[config.mk]
export PLATFORM = sky130hd
export DESIGN_NAME = multi_lane_stream_adder
export DESIGN_NICKNAME = d
export VERILOG_FILES = /design/src/rtl/multi_lane_stream_adder.sv
export SDC_FILE = /design/constraint.sdc
export NUM_CORES = 1
export LEC_CHECK = 0
export BUFFER_PORTS_ARGS = -buffer_cell sky130_fd_sc_hd__buf_2
export CAP_MARGIN = 20
export CORE_MARGIN = 8
export CORE_UTILIZATION = 57
export DETAILED_ROUTE_END_ITERATION = 10
export GPL_TIMING_DRIVEN = 0
export PLACE_DENSITY_LB_ADDON = 0.12
export SKIP_CTS_REPAIR_TIMING = 1
export SLEW_MARGIN = 20
export SYNTH_ARGS = -nofsm -noshare
export SYNTH_HDL_FRONTEND = slang
export SYNTH_SLANG_ARGS = --single-unit
[constraint.sdc]
create_clock -name clock -period 4.65 [get_ports clock]
set_input_delay 0.6975 -clock clock [delete_from_list [all_inputs] [get_ports clock]]
set_output_delay 0.6975 -clock clock [all_outputs]
set_load 0.02 [all_outputs]
[src/rtl/multi_lane_stream_adder.sv]
// Joins NUM_IN valid/ready byte lanes, sums each joined beat and frames it into streams through a 2-entry output FIFO.
// Define STREAM_ADDER_PERF_EN to add a saturating 16-bit stall_count output.
module multi_lane_stream_adder #(
  parameter int  DATA_WIDTH    = 8,
  parameter int  NUM_IN        = 2,
  parameter int  STREAM_LENGTH = 16,
  parameter int  SATURATE      = 0,
  localparam int SUM_WIDTH     = DATA_WIDTH + $clog2(NUM_IN)
) (
  input  logic                         clock,
  input  logic                         reset,
`ifdef STREAM_ADDER_PERF_EN
  output logic [15:0]                  stall_count,
`endif
  input  logic [NUM_IN*DATA_WIDTH-1:0] in_data,
  input  logic [NUM_IN-1:0]            in_valid,
  output logic [NUM_IN-1:0]            in_ready,
  output logic [SUM_WIDTH-1:0]         sum_data,
  output logic                         sum_last,
  output logic                         sum_valid,
  input  logic                         sum_ready
);

  localparam int CNT_W = (STREAM_LENGTH > 1) ? $clog2(STREAM_LENGTH) : 1;
  localparam logic [CNT_W-1:0] LAST_BEAT = CNT_W'(STREAM_LENGTH - 1);
  localparam logic [SUM_WIDTH-1:0] SAT_MAX =
    {{(SUM_WIDTH - DATA_WIDTH){1'b0}}, {DATA_WIDTH{1'b1}}};

  logic [1:0]           occ_q, occ_d;
  logic [SUM_WIDTH-1:0] data0_q, data0_d, data1_q, data1_d;
  logic                 last0_q, last0_d, last1_q, last1_d;
  logic [CNT_W-1:0]     beat_q, beat_d;

  logic [SUM_WIDTH-1:0] sum_full, sum_beat;
  logic                 space, fire, pop, beat_last;

  always_comb begin
    sum_full = '0;
    for (int i = 0; i < NUM_IN; i++) begin
      sum_full = sum_full + SUM_WIDTH'(in_data[i*DATA_WIDTH +: DATA_WIDTH]);
    end
    sum_beat = sum_full;
    if ((SATURATE != 0) && (sum_full > SAT_MAX)) begin
      sum_beat = SAT_MAX;
    end
  end

  // Ready depends only on registered occupancy, never on sum_ready.
  assign space     = (occ_q != 2'd2);
  assign fire      = space && (&in_valid);
  assign pop       = (occ_q != 2'd0) && sum_ready;
  assign beat_last = (beat_q == LAST_BEAT);

  assign in_ready  = {NUM_IN{fire}};
  assign sum_valid = (occ_q != 2'd0);
  assign sum_data  = data0_q;
  assign sum_last  = last0_q;

  always_comb begin
    occ_d   = occ_q;
    data0_d = data0_q;
    data1_d = data1_q;
    last0_d = last0_q;
    last1_d = last1_q;
    beat_d  = beat_q;
    if (fire) begin
      beat_d = beat_last ? '0 : beat_q + CNT_W'(1);
    end
    // Push with pop only happens at occupancy 1, so the new beat becomes the head.
    case ({fire, pop})
      2'b01: begin
        data0_d = data1_q;
        last0_d = last1_q;
        occ_d   = occ_q - 2'd1;
      end
      2'b10: begin
        if (occ_q == 2'd0) begin
          data0_d = sum_beat;
          last0_d = beat_last;
        end else begin
          data1_d = sum_beat;
          last1_d = beat_last;
        end
        occ_d = occ_q + 2'd1;
      end
      2'b11: begin
        data0_d = sum_beat;
        last0_d = beat_last;
      end
      default: ;
    endcase
  end

  always_ff @(posedge clock) begin
    if (reset) begin
      occ_q   <= 2'd0;
      data0_q <= '0;
      data1_q <= '0;
      last0_q <= 1'b0;
      last1_q <= 1'b0;
      beat_q  <= '0;
    end else begin
      occ_q   <= occ_d;
      data0_q <= data0_d;
      data1_q <= data1_d;
      last0_q <= last0_d;
      last1_q <= last1_d;
      beat_q  <= beat_d;
    end
  end

`ifdef STREAM_ADDER_PERF_EN
  logic [15:0] stall_q;

  always_ff @(posedge clock) begin
    if (reset) begin
      stall_q <= 16'd0;
    end else if (sum_valid && !sum_ready && (stall_q != 16'hFFFF)) begin
      stall_q <= stall_q + 16'd1;
    end
  end

  assign stall_count = stall_q;
`endif

endmodule

## Word-level counts from Yosys, hierarchy flattened

Cells that the tools add are included.

- Latch bits: 0
- Flip-flop bits (word level): 26
- Logic and storage cells: 32
- Memory bits (writable): 0
- Memories kept: 0
- Bits of input ports: 21
- Memory bits (read-only): 0

- Shift-type cells: 0
- Divide/modulo/power cells: 0
- Multipliers: 0
- Reductions and logical operators: 9
- Muxes and demuxes: 6
- Bitwise operators: 1
- Add/sub/neg operators: 4
- Eq/ne operators: 6
- Magnitude comparators: 0

Operator list:

| kind | count |
|---|---|
| 9-bit one-hot mux with 3 select lines | 1 |
| 8-bit by 8-bit adder with 9-bit output | 1 |
| 9-bit 2-to-1 mux | 1 |
| 2-bit AND reduction | 3 |
| 4-bit by 1-bit adder with 4-bit output, second input constant | 1 |
| 2-bit == test, second input constant | 2 |
| 4-bit == test, second input constant | 1 |
| 4-bit 2-to-1 mux | 1 |
| 2-bit inequality test, second input constant | 2 |
| 2-bit one-hot mux with 2 select lines | 1 |
| 2-bit nonzero test | 2 |
| 1-bit one-hot mux with 3 select lines | 1 |
| 3-bit nonzero test | 1 |
| 2-bit by 1-bit adder with 2-bit output, second input constant | 1 |
| 2-bit by 1-bit == test with 1-bit output, second input constant | 1 |
| 1-bit logical AND | 2 |
| 2-bit logical NOT | 1 |
| 2-bit by 1-bit subtractor with 2-bit output, second input constant | 1 |
| 1-bit 2-to-1 mux | 1 |
| 1-bit inverter | 1 |

## Depth between registers and ports, before layout

Gate-level depths: netlist of the first run.

- Depth in word-level cells: 5
- Mapped depth: 9
- Mapped depth without buffers: 8

## Least setup slack after synthesis of the first run

OpenSTA, ideal clock, no wires.

- Path kind: in2reg
- Start: in in_data[0]
- End: reg data0_q[6] (netlist: sum_data[6])
- Data required time: 4.559 ns
- Slack: 2.303 ns
- Data arrival time: 2.256 ns
- Cell stages on the path: 7
- Path buffers: 0
- Path through: ha_1 fa_1 a21o_1 a221oi_1 xnor2_1 nand2_1 a311oi_1

- Cells in the longest elaborated chain, start to end: 3

RTL lines:

| element | RTL line | source |
|---|---|---|
| start: declaration | 15 | `input logic [NUM_IN*DATA_WIDTH-1:0] in_data,` |
| 8-bit by 8-bit adder with 9-bit output (*) | 40 | `sum_full = sum_full + SUM_WIDTH'(in_data[i*DATA_WIDTH +: DATA_WIDTH]);` |
| 9-bit 2-to-1 mux | 77 | `if (occ_q == 2'd0) begin` |
| 9-bit one-hot mux with 3 select lines (*) | 70 | `case ({fire, pop})` |
| end signal: assignment | 104 | `data0_q <= data0_d;` |
| end: declaration | 30 | `logic [SUM_WIDTH-1:0] data0_q, data0_d, data1_q, data1_d;` |

Every way passes the cells marked *; elsewhere a longest branch is shown, timed or not. The select of a mux whose other input is x is not followed.
A chain may end at the register's enable or synchronous reset.

## Worst setup path in the final report of the first run

- Start: in in_valid[0]
- End: out in_ready[0]

- Cells in the longest elaborated chain, start to end: 2

RTL lines:

| element | RTL line | source |
|---|---|---|
| start: declaration | 16 | `input logic [NUM_IN-1:0] in_valid,` |
| 2-bit AND reduction | 50 | `assign fire = space && (&in_valid);` |
| 1-bit logical AND | 50 |  |
| end: declaration | 17 | `output logic [NUM_IN-1:0] in_ready,` |

Every way passes these cells.

==> impl_results.md, run 1 <==
* Status: finished clean
* Ports at 34
* Met3 usage at 0.0132
* Util after Layout at 0.694
* Clk buf depth at 2
* Num rows at 18
* Drt first pass iters at 4
* Initial core utilization at 0.606
* Grt peak-use layer: met2
* Seq/Total Area, Yosys at 0.347
* Slew HR at 0.658
* Drt drc at 0
* Final hold vios at 0
* Share of layout cells above drive strength 1 at 0.244
* Data arrival, critical path at approximately 1800 ps
* Post-DP HPWL at 2.72 mm
* # clock sinks at 26
* Number of global-route vias before repair at around 1400
* WL final at roughly 3.4 mm
* Crit path kind: in -> out
* Max VDD drop at roughly 0.34 mV
* Final worst slack at about 2100 ps
* PD cells at approximately 440 nW/um^2
* Max-Cap Viols at 0
* Worst path max stage delay at about 260 ps
* Flops & latches, synth at 26
* Mapped Nets at between 200 and 250
* Period minus WS final at ~2500 ps
* Avg Cell Area, Syn at 8.24 um^2
* Slew Viols, Final at 0
* Largest net degree at the start of global routing at 14
* Worst Path Required at 3950 ps
* Post-synthesis instance total at about 180
* Initial antenna violation count at 0
* FMAX at 0.397 GHz
* Met1 GRT Util at 0.181
* Die height at ~67 um
* Synth Warn # at 0
* Synth-to-layout area growth at 14.7%
* Fillers at approximately 220
* Antenna diodes at 0
* Hold crit path type: reg -> reg
* Grt total ovfl at 0
* Post-route ant nets at 0
* DR iter-0 viols at 60
* Final setup viols at 0
* Clk_lat worst skew at between 300 and 400 ps
* WL/cell at between 10 and 15 um
* Core Region at roughly 2500 um^2
* CTS Buf Count at 3
* Worst slack at placement at ~1900 ps
* Global-route track usage on met2 at 0.293
* Post-synth top area share at 0.347
* CTS root buf: clkbuf_4
* Worst Setup End Kind: output port
* Area of the multi-input gates at a little under 900 um^2
* Leading area contributor after synthesis: dfxtp_1
* Routed vias at around 1400
* Placer Congestion at between 0.7 and 0.8
* Clk slew on worst S/H paths at about 130 ps
* Max FO, Critical Path at 12
* Startpoint types: input pin
* Area contributors post-synth: dfxtp_1 (35%), nand2_1 (9.8%), ha_1 (8.3%), a21oi_1 (6.0%), nor2_1 (5.0%)
* Critical path cell sequence: buf_2, nand2_1, a21o_1, inv_4, buf_2, buf_4, buf_2
* Most common cell after layout, fill and taps aside: nand2_1
* Worst hold margin at 465 ps
* H-tree depth at 1
* Number of distinct library cells after synthesis at 42
* Slowest CP cell: a21o_1
* Period utilization at 0.542
* Unrepaired setup endpoints after global routing: false
* Layout Skew at approximately 1.6 ps
* Most frequent cells in the layout: nand2_1 (39), buf_2 (35), dfxtp_1 (26)
* Leakage at approximately 0.00075 uW
* Final #Nets at ~250
* IO buf count at 32
* Final setup TNS at 0 ps
* Pin slew with the least headroom to its limit at just over 500 ps
* Die ar. at ~4500 um^2
* Via density at 5.54
* GRT Overall Usage at 0.159
* Global-route wire length before repair at 5.78 mm
* Top cell by count, worst path: buf_2
* Synth Cell Area at between 1500 and 2000 um^2
* CTS tree: built
* Reg area at approximately 520 um^2
* Chip width at slightly below 70 um
power by group:
part | switching (uW) | internal (uW)
clock | 63.6 | 30.3
combinational | 223 | 142
sequential | 29.7 | 272
Yosys cell counts (all sizes together):
library cell and number:
or3 1, a311oi 8, nand2 39, dfxtp 26, nand3 3, a21boi 1, and3b 1, a2111oi 1
a21o 4, nand3b 1, a211oi 3, a221o 1, fa 1, or2 1, o211ai 2, inv 6
buf 9, nor2b 1, a21oi 18, nor3 2, o21ai 7, a221oi 1, and2 1, and2b 1
o21a 1, nor2 20, xnor2 4, a2111o 1, ha 10, mux2 1, clkbuf 2, and3 1
xor2 3
worst paths after layout:
| path | start | end | slack (ps) | cells after the start |
|---|---|---|---|---|
| max reg2reg | occ_q[0]$_SDFFE_PP0P_ | data1_q[2]$_SDFFE_PP0P_ | 2600 | 9 |
| min reg2reg | data1_q[6]$_SDFFE_PP0P_ | data1_q[6]$_SDFFE_PP0P_ | 470 | 2 |
| min | data1_q[6]$_SDFFE_PP0P_ | data1_q[6]$_SDFFE_PP0P_ | 470 | 2 |
| max | in_valid[0] | in_ready[0] | 2130 | 7 |
critical path, delay by kind of cell:
family	cells	cell delay [ps]
AOI/OAI and AO/OA	1	260
buffers and inverters	5	760
and+or+nand+nor	1	110
per-stage QoR:
stage | total power (uW) | area (um^2) | instances
4_1_cts | 766 | 1720 | 247
6_report | 761 | 1720 | 247
5_1_grt | 814 | 1720 | 247
3_3_place_gp | 659 | 1700 | 244
2_1_floorplan | 573 | 1500 | 182
3_5_place_dp | 675 | 1700 | 244
state kept, by name (all words and copies together) (netlist names):
name	flops
data1_q	9
beat_q	4
sum_last	1
last1_q	1
occ_q	2
sum_data	9
layout make-up:
type                    count  area share
clock buffers               3      0.0131
inverters                   6      0.0145
multi-input cells         139       0.509
plain buffers              11      0.0458
flip-flops and latches     26       0.303
well taps                  30      0.0218
repair buffers             32      0.0931
per-layer routing:
layer / part of all wire / vias to the layer above
met4: 0.020 / 0
met3: 0.037 / 7
met1: 0.45 / 618
met2: 0.49 / 35
li1: - / 708
met5: 0 / -
kinds of logic after synthesis:
family | synth area share
AO/OA/AOI/OAI | 0.237
flip-flops | 0.347
adder cells (fa/ha/maj) | 0.0967
XOR/XNOR | 0.0409
multiplexers | 0.00751
AND/OR/NAND/NOR | 0.202
buffers and inverters | 0.0692
Note: power is estimated with default switching activity, not from simulation.
==> inputs of run 2 (changes only) <==
- CORE_UTILIZATION: 57 -> 53
- clock period: 4.65 -> 2.49 ns (I/O delays scaled with it)
==> run 2 against run 1 <==
Effect of this change:
- sequential share of layout area shrank 0.54 points
- clock power rose to 3.1 times the previous value
- worst hold slack lost 260 ps
- count of clock-buffer cells in the layout is the same
- die area increased by 5.7%
- first-iteration DRC count fell by 32%
- via count rose by 0.37%
- final cell count rose by 0.81%
- critical endpoint is now in_ready[1]
- largest cell class unchanged
==> impl_results.md, run 2 (synthesis results as in run 1) <==
* Status: finished clean (unchanged)
* R2R depth at 9 (unchanged)
* Unrepaired setup endpoints after global routing: false (unchanged)
* End of the worst hold path: sum_data[7]$_SDFFE_PP0P_ (was data1_q[6]$_SDFFE_PP0P_)
* Core Region at 2730 um^2 (was 2480 um^2)
* PD cells at 877 nW/um^2 (was 442 nW/um^2)
* Flop-to-flop setup slack at 420 ps (was 2600 ps)
* Hold crit path type: in -> reg (was reg -> reg)
* Worst path max stage delay at 450 ps (was 260 ps)
* Most common cell after layout, fill and taps aside: nand2_1 (unchanged)
* Top cell by count, worst path: buf_2 (unchanged)
* Design Area, Final at 1750 um^2 (was 1720 um^2)
* Grt total ovfl at 0 (unchanged)
* Critical path cell sequence: inv_1, a21o_1, inv_4, buf_2, buf_4, buf_2 (was buf_2, nand2_1, a21o_1, inv_4, buf_2, buf_4, buf_2)
* WL final at 3.46 mm (was 3.36 mm)
* Startpoint types: flop (was input pin)
* Drt first pass iters at 4 (unchanged)
* Via density at 5.51 (was 5.54)
* Synth-to-layout area growth at 16.8% (was 14.7%)
* H-tree depth at 1 (unchanged)
* Area of the multi-input gates at 876 um^2 (unchanged)
* Global-route wire length before repair at 5.76 mm (was 5.78 mm)
* Ports at 34 (unchanged)
* Max FO, Critical Path at 12 (unchanged)
* Clk slew on worst S/H paths at 150 ps (was 130 ps)
* WL/cell at 13.9 um (was 13.6 um)
* Max VDD drop at 0.670 mV (was 0.343 mV)
* Placer Congestion at 0.740 (was 0.793)
* Die height at 69.2 um (was 67.3 um)
* Clk_lat worst skew at 340 ps (was 310 ps)
* Worst hold margin at 205 ps (was 465 ps)
* Post-DP HPWL at 2.73 mm (was 2.72 mm)
* Crit Reg-Reg Startpoint: occ_q[0]$_SDFFE_PP0P_ (unchanged)
* Reg area at 520 um^2 (unchanged)
* Slew HR at 0.665 (was 0.658)
* Chip width at 69.2 um (was 67.3 um)
* Final setup viols at 0 (unchanged)
* Worst Setup End Kind: output port (unchanged)
* Clk buf depth at 2 (unchanged)
* CTS root buf: clkbuf_4 (unchanged)
* Initial core utilization at 0.549 (was 0.606)
* Slew Viols, Final at 0 (unchanged)
* Initial antenna violation count at 0 (unchanged)
* Slowest CP cell: dfxtp_1 (was a21o_1)
* Data arrival, critical path at 1770 ps (was 1820 ps)
* Leakage at 0.000765 uW (was 0.000751 uW)
* Drt drc at 0 (unchanged)
* Reg-to-reg endpoint: data1_q[2]$_SDFFE_PP0P_ (unchanged)
* CTS Buf Count at 3 (unchanged)
* Routed vias at 1373 (was 1368)
* Antenna diodes at 0 (unchanged)
* Fillers at 251 (was 217)
* Most frequent cells in the layout: nand2_1 (39), buf_2 (35), dfxtp_1 (26) (unchanged)
* FMAX at around 0.47 GHz
* Die ar. at 4790 um^2 (was 4530 um^2)
* Final #Nets at 251 (unchanged)
* Share of layout cells above drive strength 1 at 0.248 (was 0.244)
* Layout Skew at 15.8 ps (was 1.60 ps)
* Max-Cap Viols at 0 (unchanged)
* Num rows at 19 (was 18)
* Largest net degree at the start of global routing at 16 (was 14)
* Period minus WS final at 2140 ps
* Final setup TNS at 0 ps (unchanged)
* Period utilization at 0.859
* Final hold vios at 0 (unchanged)
* Hold Path Depth at 2 (unchanged)
* Worst Path Required at 2120 ps (was 3950 ps)
* Post-route ant nets at 0 (unchanged)
* CTS tree: built (unchanged)
* # clock sinks at 26 (unchanged)
* IO buf count at 32 (unchanged)
* Placed cell area at 1700 um^2 (about the same)
* GRT Overall Usage at 0.141 (was 0.159)
* Total power at 1540 uW (was 761 uW)
* Worst Min Path Start: reset (was data1_q[6]$_SDFFE_PP0P_)
* Crit path kind: reg -> out (was in -> out)
* Number of global-route vias before repair at 1327 (was 1364)
* Pin slew with the least headroom to its limit at 503 ps (was 512 ps)
* DR iter-0 viols at 41 (was 60)
## run 2: through the flow
step | worst slack [ps] | cells | util
finish | 351 | 249 | 0.641
global route | 244 | 249 | 0.641
CTS | 356 | 249 | 0.641
detailed placement | 64.5 | 245 | 0.622
global placement | 157 | 245 | 0.622
floorplan | 467 | 182 | -
## run 2: where the power goes
part | leakage, uW | switching (uW) | internal (uW)
clock | 0.0000279 | 131 | 163
combinational | 0.000525 | 413 | 266
sequential | 0.000212 | 55.4 | 508
total | 0.000765 | 599 | 937
## run 2: worst max path at each step
stage | from | end | slack (ps) | depth (start not counted)
after floorplan | in_data[0] | sum_data[6]$_SDFFE_PP0P_ | 470 | 7
after global placement | in_data[0] | sum_data[8]$_SDFFE_PP0P_ | 160 | 8
after detailed placement | in_data[0] | sum_data[8]$_SDFFE_PP0P_ | 60 | 8
after CTS | occ_q[0]$_SDFFE_PP0P_ | in_ready[1] | 360 | 6
after global routing | occ_q[0]$_SDFFE_PP0P_ | data1_q[2]$_SDFFE_PP0P_ | 240 | 9
final | occ_q[0]$_SDFFE_PP0P_ | in_ready[1] | 350 | 6
## run 2: cell type report
cell class | instances | share of cell area
Sequential cell | 26 | 0.297
Multi-Input combinational cell | 139 | 0.500
Timing Repair Buffer | 32 | 0.0914
Tap cell | 31 | 0.0221
Clock buffer | 3 | 0.0129
Clock inverter | 1 | 0.0171
Inverter | 6 | 0.0143
Buffer | 11 | 0.0450
## run 2: per-layer routing
| metal | GRT usage | up-vias | wire length, um |
|---|---|---|---|
| met5 | 0 | - | 0 |
| met4 | 0.0820 | 0 | 104 |
| met3 | 0.0258 | 9 | 212 |
| met2 | 0.245 | 43 | 1710 |
| met1 | 0.155 | 620 | 1430 |
| li1 | - | 701 | - |
## run 2: critical path: cells and delay by family, from the launching register on
family / cells / cell delay, ps
DFF: 1 / 450
AOI/OAI and AO/OA: 1 / 240
buffers and inverters: 5 / 750
==> inputs of run 3 (changes only) <==
- ABC_AREA: unset -> 1
==> run 3 against run 2 <==
Effect of this change:
- clock skew increased by 1.6 ps
- sequential power is 4% higher
- combinational power up 7.2%
- register-to-register slack better by 170 ps
- fmax increased by 9.9%
- final cell count grew 13%
==> impl_results.md, run 3 <==
* Final setup viols at 0 (unchanged)
* Data arrival, critical path at 1570 ps (was 1770 ps)
* Critical path cell sequence: inv_2, a21oi_4, buf_6, buf_4, buf_2 (was inv_1, a21o_1, inv_4, buf_2, buf_4, buf_2)
* CTS tree: built (unchanged)
* Final setup TNS at 0 ps (unchanged)
* Hold crit path type: in -> reg (unchanged)
* Core Region at 2760 um^2 (was 2730 um^2)
* Final worst slack at 544 ps (was 351 ps)
* Worst Path Required at 2120 ps (about the same)
* Status: finished clean (unchanged)
* Cell family with most CP delay: buffers and inverters (unchanged)
* Initial core utilization at 0.561 (was 0.549)
* Share of layout cells above drive strength 1 at 0.227 (was 0.248)
* Combinational power share at 0.455 (was 0.442)
* Antenna diodes at 0 (unchanged)
* Num rows at 19 (unchanged)
* Number of global-route vias before repair at 1361 (was 1327)
* Number of distinct library cells after synthesis at 29 (was 42)
* Design Area, Final at 1800 um^2 (was 1750 um^2)
* Util after Layout at 0.652 (was 0.641)
* Switching Power at 638 uW (was 599 uW)
* Post-synthesis instance total at 215 (was 182)
* Clk slew on worst S/H paths at 150 ps (about the same)
* Drt drc at 0 (unchanged)
* Placed cell area at 1750 um^2 (was 1700 um^2)
* Ys async rst share at 0 (unchanged)
* Clk_lat worst skew at 330 ps (was 340 ps)
* Post-synth top area share at 0.337 (was 0.347)
* Synth Cell Area at 1550 um^2 (was 1500 um^2)
* Startpoint types: flop (unchanged)
* Ports at 34 (unchanged)
* Post-DP HPWL at 2.59 mm (was 2.73 mm)
* Max FO, Critical Path at 12 (unchanged)
* Chip width at 70.0 um (was 69.2 um)
* Clk buf depth at 2 (unchanged)
* Slowest CP cell: dfxtp_1 (unchanged)
* DR iter-0 viols at 112 (was 41)
* Leakage at 0.000917 uW (was 0.000765 uW)
* # clock sinks at 26 (unchanged)
* WL final at 3.36 mm (was 3.46 mm)
* Worst hold margin at 310 ps (was 205 ps)
* Largest net degree at the start of global routing at 16 (unchanged)
* Max VDD drop at 0.949 mV (was 0.670 mV)
* Layout Skew at 17.4 ps (was 15.8 ps)
* Leading area contributor after synthesis: dfxtp_1 (unchanged)
* Worst Setup End Kind: output port (unchanged)
* Most common cell after layout, fill and taps aside: nand2_1 (unchanged)
* Clock Power Share at 0.180 (was 0.191)
* Most frequent cells in the layout: nand2_1 (43), buf_2 (34), inv_1 (30) (was nand2_1 (39), buf_2 (35), dfxtp_1 (26))
* Synth Warn # at 0 (unchanged)
* Pin slew with the least headroom to its limit at 352 ps (was 503 ps)
* Seq/Total Area, Yosys at 0.337 (was 0.347)
* Final hold vios at 0 (unchanged)
* Global-route wire length before repair at 5.90 mm (was 5.76 mm)
* Final #Nets at 284 (was 251)
* IO buf count at 32 (unchanged)
* CP Buf/Inv Count at 4 (was 5)
* Most common flop cell mapped by yosys: dfxtp_1 (unchanged)
* Area contributors post-synth: dfxtp_1 (34%), nand2_1 (10%), ha_1 (8.1%), o21ai_0 (8.1%), inv_1 (7.3%) (was dfxtp_1 (35%), nand2_1 (9.8%), ha_1 (8.3%), a21oi_1 (6.0%), nor2_1 (5.0%))
* CTS root buf: clkbuf_4 (unchanged)
* Routed vias at 1437 (was 1373)
* Drt first pass iters at 4 (unchanged)
* Period utilization at 0.781 (was 0.859)
* H-tree depth at 1 (unchanged)
* Post-synth EDFFs at 0 (unchanged)
* Flops & latches, synth at 26 (unchanged)
* Die height at 70.0 um (was 69.2 um)
* Slew HR at 0.765 (was 0.665)
* GRT Overall Usage at 0.141 (about the same)
* Placer Congestion at 0.768 (was 0.740)
* Sequential power share at 0.365 (was 0.367)
* Crit path kind: reg -> out (unchanged)
* Period minus WS final at 1950 ps (was 2140 ps)
* FMAX at 0.514 GHz (was 0.467 GHz)
* Switching part of the total at 0.399 (was 0.390)
* Via density at 5.10 (was 5.51)
* Post-route ant nets at 0 (unchanged)
* Slew Viols, Final at 0 (unchanged)
* PD cells at 889 nW/um^2 (was 877 nW/um^2)
* Synth-to-layout area growth at 16.3% (was 16.8%)
* Avg Cell Area, Syn at 7.19 um^2 (was 8.24 um^2)
* Die ar. at 4900 um^2 (was 4790 um^2)
* Synth cell count leaders: nand2_1 (43), inv_1 (30), dfxtp_1 (26), o21ai_0 (25), a21oi_1 (22) (was nand2_1 (39), dfxtp_1 (26), nor2_1 (20), a21oi_1 (18), ha_1 (10))
* CTS Buf Count at 3 (unchanged)
* Worst path max stage delay at 380 ps (was 450 ps)
* Mapped Nets at 247 (was 214)
* P_int at 961 uW (was 937 uW)
* Worst slack at placement at 449 ps (was 64.5 ps)
* Most common cell in the synthesized netlist: nand2_1 (unchanged)
* Max-Cap Viols at 0 (unchanged)
* Unrepaired setup endpoints after global routing: false (unchanged)
* WL/cell at 11.9 um (was 13.9 um)
* Initial antenna violation count at 0 (unchanged)
* Grt total ovfl at 0 (unchanged)
run 3: cell types whose count changed after synthesis, moves of 4 or more:
cell      previous run  this run
a31oi_1              0         4
a21oi_1             18        22
a311oi_1             7         0
nand2_1             39        43
o21ai_0              5        25
nor2_1              20        11
inv_1                5        30
nand3_1              3        12
run 3: kinds of logic (layout without fill, tap and decap cells):
kind of cell	Yosys count	after routing	synth area share
xor+xnor	3	3	0.0170
simple gates	77	77	0.226
buf+inv	41	77	0.125
compound gates	57	57	0.202
fa+ha+maj	11	11	0.0939
flops	26	26	0.337
run 3: power groups by stage:
stage	registers [uW]	logic [uW]	clock network, uW
floorplan	661	464	0
CTS	584	732	295
global placement	592	717	0
global route	599	820	315
finish	583	728	288
detailed placement	593	726	0
run 3: worst paths after layout:
| check | end | depth (start not counted) | start | slack (ps) |
|---|---|---|---|---|
| worst max register to register | data1_q[4]$_SDFFE_PP0P_ | 10 | occ_q[0]$_SDFFE_PP0P_ | 590 |
| worst min-delay path | beat_q[0]$_SDFFE_PP0P_ | 2 | reset | 310 |
| worst min register to register | sum_data[4]$_SDFFE_PP0P_ | 2 | data1_q[4]$_SDFFE_PP0P_ | 470 |
| worst max-delay path | in_ready[0] | 5 | occ_q[0]$_SDFFE_PP0P_ | 540 |
run 3: stage by stage:
step                total power (uW)  cells
finish                          1600    282
global route                    1730    282
CTS                             1610    282
detailed placement              1320    278
global placement                1310    278
floorplan                       1120    215
run 3: cell type report:
cell class	count	area (um^2)
clock inverter	1	30.0
inverter	33	126
fill	267	960
buffer	8	66.3
sequential	26	520
timing repair buffer	32	160
tap	31	38.8
multi-input combinational	148	833
clock buffer	3	22.5
run 3: layer usage:
metal | share of wire | up-vias | global-route usage
met5 | 0 | - | 0
met4 | 0.013 | 0 | 0.0446
met3 | 0.041 | 7 | 0.0424
met2 | 0.47 | 19 | 0.238
met1 | 0.47 | 635 | 0.167
li1 | - | 776 | -
